==> src/rtl/cacheline_adapter.sv <==
// Line-to-burst adapter: a 256-bit line request from the arbiter becomes a
// 4-beat 64-bit burst on the memory port, followed by a one-cycle line response.
module cacheline_adapter (
    input  logic         clk,
    input  logic         rst,
    input  logic [31:0]  line_address_i,
    input  logic         line_read_i,
    input  logic         line_write_i,
    input  logic [255:0] line_wdata_i,
    output logic [255:0] line_rdata_o,
    output logic         line_resp_o,
    output logic [31:0]  pmem_address_o,
    output logic         pmem_read_o,
    output logic         pmem_write_o,
    output logic [63:0]  pmem_wdata_o,
    input  logic [63:0]  pmem_rdata_i,
    input  logic         pmem_resp_i
);

    localparam logic [2:0] IDLE     = 3'd0;
    localparam logic [2:0] RD_BURST = 3'd1;
    localparam logic [2:0] RD_DONE  = 3'd2;
    localparam logic [2:0] WR_BURST = 3'd3;
    localparam logic [2:0] WR_DONE  = 3'd4;

    logic [2:0]   state_q, state_d;
    logic [1:0]   cnt_q, cnt_d;
    logic [31:0]  addr_q, addr_d;
    logic [255:0] wline_q, wline_d;
    logic [255:0] rline_q, rline_d;
    logic [63:0]  wbeat [4];

    // The line is always burst-aligned, so the low address bits never matter.
    logic addr_lsb_unused;
    assign addr_lsb_unused = ^line_address_i[4:0];

    genvar gi;
    generate
        for (gi = 0; gi < 4; gi++) begin : g_wbeat
            assign wbeat[gi] = wline_q[64*gi +: 64];
        end
    endgenerate

    always_comb begin
        state_d = state_q;
        cnt_d   = cnt_q;
        addr_d  = addr_q;
        wline_d = wline_q;
        rline_d = rline_q;
        case (state_q)
            IDLE: begin
                if (line_read_i) begin
                    addr_d  = {line_address_i[31:5], 5'b0};
                    cnt_d   = 2'd0;
                    state_d = RD_BURST;
                end else if (line_write_i) begin
                    addr_d  = {line_address_i[31:5], 5'b0};
                    wline_d = line_wdata_i;
                    cnt_d   = 2'd0;
                    state_d = WR_BURST;
                end
            end
            RD_BURST: begin
                if (pmem_resp_i) begin
                    rline_d[64*cnt_q +: 64] = pmem_rdata_i;
                    cnt_d = cnt_q + 2'd1;
                    if (cnt_q == 2'd3) begin
                        state_d = RD_DONE;
                    end
                end
            end
            WR_BURST: begin
                if (pmem_resp_i) begin
                    cnt_d = cnt_q + 2'd1;
                    if (cnt_q == 2'd3) begin
                        state_d = WR_DONE;
                    end
                end
            end
            RD_DONE:  state_d = IDLE;
            WR_DONE:  state_d = IDLE;
            default:  state_d = IDLE;
        endcase
    end

    always_ff @(posedge clk) begin
        if (rst) begin
            state_q <= IDLE;
            cnt_q   <= 2'd0;
            addr_q  <= '0;
            wline_q <= '0;
            rline_q <= '0;
        end else begin
            state_q <= state_d;
            cnt_q   <= cnt_d;
            addr_q  <= addr_d;
            wline_q <= wline_d;
            rline_q <= rline_d;
        end
    end

    // All outputs decode registered state only.
    assign line_rdata_o   = rline_q;
    assign line_resp_o    = (state_q == RD_DONE) || (state_q == WR_DONE);
    assign pmem_read_o    = (state_q == RD_BURST);
    assign pmem_write_o   = (state_q == WR_BURST);
    assign pmem_address_o = (pmem_read_o || pmem_write_o) ? addr_q : 32'd0;
    assign pmem_wdata_o   = pmem_write_o ? wbeat[cnt_q] : 64'd0;

endmodule

==> config.mk <==
export PLATFORM = sky130hd
export DESIGN_NAME = cacheline_adapter
export DESIGN_NICKNAME = d
export VERILOG_FILES = /design/src/rtl/cacheline_adapter.sv
export SDC_FILE = /design/constraint.sdc
export NUM_CORES = 1
export LEC_CHECK = 0
export CAP_MARGIN = 5
export CORE_AREA = 5 5 276 278
export DETAILED_ROUTE_END_ITERATION = 12
export DIE_AREA = 0 0 281 283
export DONT_BUFFER_PORTS = 1
export SLEW_MARGIN = 30
export SYNTH_ARGS = -nofsm -noshare
export SYNTH_HDL_FRONTEND = slang
export SYNTH_SLANG_ARGS = --single-unit
==> constraint.sdc <==
create_clock -name clk -period 5.03 [get_ports clk]
set_clock_uncertainty 0.1 [all_clocks]
set_input_delay 0.503 -clock clk [delete_from_list [all_inputs] [get_ports clk]]
set_output_delay 0.503 -clock clk [all_outputs]
set_load 0.02 [all_outputs]
======== Word level (Yosys, flattened, before mapping) ========
Index checks and enable logic that the tools add are counted.
Widths: inputs -> output; s select.
cells by class
  $add $sub $neg .......................... 2
  order comparisons ....................... 1
  eq/ne operators ......................... 11
  shift operators ......................... 2
  muxes and demuxes ....................... 19
  bitwise operators ....................... 2
  reduce and logical (&&, ||, !) cells .... 11
operators by type and width
  kind                       count
  $bwmux 256                 1
  $shift 64x34->256 const A  1
  $shiftx 64x34->256         1
  $mux 64                    3
  $bmux 64 s2                1
  $mux 32                    3
  $neg 8->34                 1
  $mux 3                     6
  $ne 2x1->1 const B         5
  $pmux 3 s3                 1
  $eq 3x2->1 const B         2
  $mux 2                     3
  $reduce_and 3->1           2
  $reduce_and 5->1           1
  $pmux 2 s2                 1
  $reduce_and 2->1           2
  $reduce_bool 2->1          2
  $eq 3x1->1 const B         1
  $eq 3x3->1 const B         1
  $ge 3x3->1 const B         1
  $logic_not 3->1            1
  $ne 3x3->1 const B         1
  $not 2->3                  1
  $add 2x1->2 const B        1
  4 further kinds            5
storage, ports and cells
  bits in registers ....................... 549
  bits of input ports ..................... 357
  output and inout port bits .............. 355

======== Longest topological paths before layout ========
  depth after elaboration ................. 5
  gate-level depth with buffers ........... 9
  gate-level depth less buffers ........... 5

======== Least setup slack after synthesis ========
No wires, ideal clock.
  path kind ............................... register to register
  start point ............................. register cnt_q[1]
  end point ............................... register rline_q[205], in the netlist line_rdata_o[205]
  data arrival time ....................... 2,228 ps
  data required time ...................... 4,860 ps
  path slack .............................. 2,632 ps
  cell stages (with the launch flop) ...... 9
  path buffers ............................ 3
  clock period less this slack ............ 2,398 ps
  path through ............................ dfxtp_1 buf_2 buf_2 inv_1 ha_1 nor4b_4 buf_6 nand4_1 a21oi_1
between the ends
  word-level cells in the longest chain between the ends .. 3
  elaborated cells between the ends (all ways) .. 4
  classes of those cells .................. add/sub (1); shift (2); mux (1)
ends and longest elaborated chain
  item                                                            RTL line  text
  from (decl)                                                     27        logic [1:0] cnt_q, cnt_d;
  from (signal assigned)                                          95        cnt_q <= cnt_d;
  $neg 8->34 *                                                    65        rline_d[64*cnt_q +: 64] = pmem_rdata_i;
  $shiftx 64x34->256 / $shift 64x34->256 (equally long branches)  65
  $bwmux 256 *                                                    65
  to (signal assigned)                                            98        rline_q <= rline_d;
  to (decl)                                                       30        logic [255:0] rline_q, rline_d;
Mark *: on every way between the ends. The rest lies on a longest branch, timed or not.
A chain may end at the register's enable or synchronous reset.

======== Worst setup path in the final report ========
  start point ............................. register cnt_q[0]
  end point ............................... output pmem_wdata_o[61]
between the ends
  word-level cells in the longest chain between the ends .. 5
ends and longest elaborated chain
  item                                         RTL line  text
  $not 2->3 (not written as such)              108       assign pmem_wdata_o = pmem_write_o ? wbeat[cnt_q] : 64'd0;
  $bmux 64 s2                                  108
  $mux 64 (not written as such) (2 in series)  108
  $mux 64                                      108
  to (decl)                                    15        output logic [63:0] pmem_wdata_o,
Every way passes these cells. The select of a mux whose other input is x is not followed.

==> metrics.csv <==
metric;value;unit
max_freq;0.260;GHz
critPathLaunch;cnt_q[0]$_SDFFE_PP0P_;
first_pass_iters;6;
drt-initial-drc-count;2190;
grt_pass1_vias;22300;
final_core_util;0.434;
grt_usage;0.221;
wl_per_cell;23.9;um
p_leak;11.0;nW
clockBufferDepth;3;
drive_above_1_share;0.0738;
synthArstFlopShare;0;
fin_nets;3264;
power_density;333;mW/mm^2
start_kind;register;
yosys.area.top_type;dfxtp_1;
worst_r2r_endpoint;line_rdata_o[69]$_SDFFE_PP0P_;
drcViolationCount;0;
area_delta_synth_final;22.6;%
io_pins;712;
globalplace.congestion;0.859;
hold_viol;0;
grt_setup_unrepaired;no;
initial_core_util;0.354;
place_inst;3426;
reg2reg_setup_slack;1.36;ns
arrival;3.24;ns
die_y;283;um
yosysWarnings;0;
crit_slowest_cell;dfxtp_4;
synthCells;2725;
r2r_start;cnt_q[0]$_SDFFE_PP0P_;
die_w;281;um
antenna_found_initial;17;
totalWireLength;94200;um
ys_seq_elements;544;
seq_area_frac_synth;0.418;
yosysMostFrequentCell;nand2b_1;
syn_area;0.0261;sq mm
num_rows;100;
grt_pass1_wl;140000;um
worstSetupEndpoint;pmem_wdata_o[61];
dp_hpwl;55500;um
crit_fanout;39;
cts_sinks;544;
cpPeakStageDelay;0.87;ns
outcome;finished clean;
fin_cells;3938;
cts_tree;yes;
path_cells;buf_4 > mux4_2 > and3_1;
setup_tns;0;ns
setup_viol;0;
viasPerCell;5.63;
io_buffers;0;
vias;22200;
max_cap_violations;0;
worstPathRequired;4.43;ns
cts.repair.resized;0;
h-tree-depth;2;
synth_common_cells;632 x nand2b_1, 544 x dfxtp_1, 284 x mux2i_1;
worstHoldPathType;in2reg;
p_total;10.6;mW
synth.distinct_cells;39;
slew_headroom;0.322;
tightest_slew;1.02;ns
cts-root-buf;clkbuf_16;
ant_nets;0;
finalCritPeriodShare;0.764;
path_class;reg2out;
dieArea;0.0795;sq mm
grt_max_degree;617;
min_period;3.85;ns
irDropWorstVdd;0.320;mV
end_kind;output port;
clk_pin_slew;0.06;ns
synth_top_flop_cell;dfxtp_1;
yosys-top-cells-area;dfxtp_1 42%, nand2b_1 15%, mux2i_1 11%;
yosysTopAreaCellShare;0.418;
globalRouteOverflowTotal;0;
syn_avg_cell_area;9.57;sq um
r2r.worst_path.cells;7;
worst_hold_slack;0.0474;ns
numCtsBuffers;61;
clkLatencyLatePin;0.61;ns
coreArea;0.0737;sq mm
maxSlewViolCount;0;
synth-edff-count;0;
==> worst min path at each step <==
stage | startpoint | endpoint | slack, ns | cells after the start
after global routing | rst | wline_q[109]$_SDFFE_PP0P_ | 0.02 | 2
after global placement | wline_q[154]$_SDFFE_PP0P_ | wline_q[154]$_SDFFE_PP0P_ | 0.35 | 2
final | line_write_i | state_q[0]$_SDFFE_PP0P_ | 0.05 | 2
after CTS | rst | wline_q[217]$_SDFFE_PP0P_ | 0.0005 | 2
after detailed placement | wline_q[119]$_SDFFE_PP0P_ | wline_q[119]$_SDFFE_PP0P_ | 0.36 | 2
after floorplan | addr_q[10]$_SDFFE_PP0P_ | addr_q[10]$_SDFFE_PP0P_ | 0.34 | 2
==> power by group <==
| group | switching (mW) | leakage [nW] | internal, mW |
|---|---|---|---|
| Sequential | 0.150 | 4.41 | 4.47 |
| Clock | 1.88 | 1.07 | 2.93 |
| Combinational | 0.649 | 5.49 | 0.564 |
| Total | 2.68 | 11.0 | 7.96 |
==> layout by cell type (no fill, tap or decap), types with 11 or more instances in the layout <==
cell and instances:
a21oi_1 191, and2_1 27, and3_1 64, buf_4 19, clkbuf_1 11, clkbuf_16 61
clkbuf_8 16, dfxtp_1 541, diode_2 17, dlygate4sd3_1 377, mux2i_1 284, mux4_2 64
nand2b_1 632, nand4_1 255, nor2b_1 65, o21ai_0 253
==> cells by family (layout without fill, tap and decap cells) <==
group	after synthesis	in the layout	share of synthesized area
AND/OR/NAND/NOR	1070	1070	0.258
flip-flops	544	544	0.418
AO/OA/AOI/OAI	451	451	0.0870
multiplexers	348	348	0.164
buffers and inverters	304	527	0.0694
adder cells (fa/ha/maj)	6	6	0.00288
other	1	22	0.000144
XOR/XNOR	1	1	0.000336
==> area by class of cell <==
type / instances / area (sq um)
Fill cell: 6858 / 41700
Multi-Input combinational cell: 1881 / 13500
Sequential cell: 544 / 10900
Timing Repair Buffer: 407 / 4150
Clock buffer: 88 / 1790
Tap cell: 969 / 1210
Clock inverter: 26 / 380
Antenna cell: 17 / 42.5
Inverter: 6 / 27.5
==> routing by layer <==
layer / part of all wire / track usage
met5: 0.00036 / 0
met4: 0.055 / 0.105
met1: 0.39 / 0.273
met3: 0.091 / 0.0604
met2: 0.47 / 0.358
==> metrics by stage <==
stage,area [sq um],setup WS (ns)
3_3_place_gp,25900,1.77
3_5_place_dp,25900,1.74
2_1_floorplan,26100,2.63
5_1_grt,31900,0.931
4_1_cts,31900,1.07
6_report,32000,1.18
==> registers in the layout, indices dropped and copies added (netlist names) <==
register      flops
line_rdata_o    256
cnt_q             2
wline_q         256
state_q           3
addr_q           27
==> critical path: cells and delay by family, from the launching register on <==
kind / cells / cell delay, ns
flops: 1 / 0.87
mux: 1 / 0.60
simple gates: 1 / 0.32
buf+inv: 1 / 0.76
==> timing repair <==
action,4_1_cts,5_1_grt
hold buffers,381,0
endpoints found under the hold margin,475,0
setup buffers,0,0
Power figures use the tool's default switching activity.
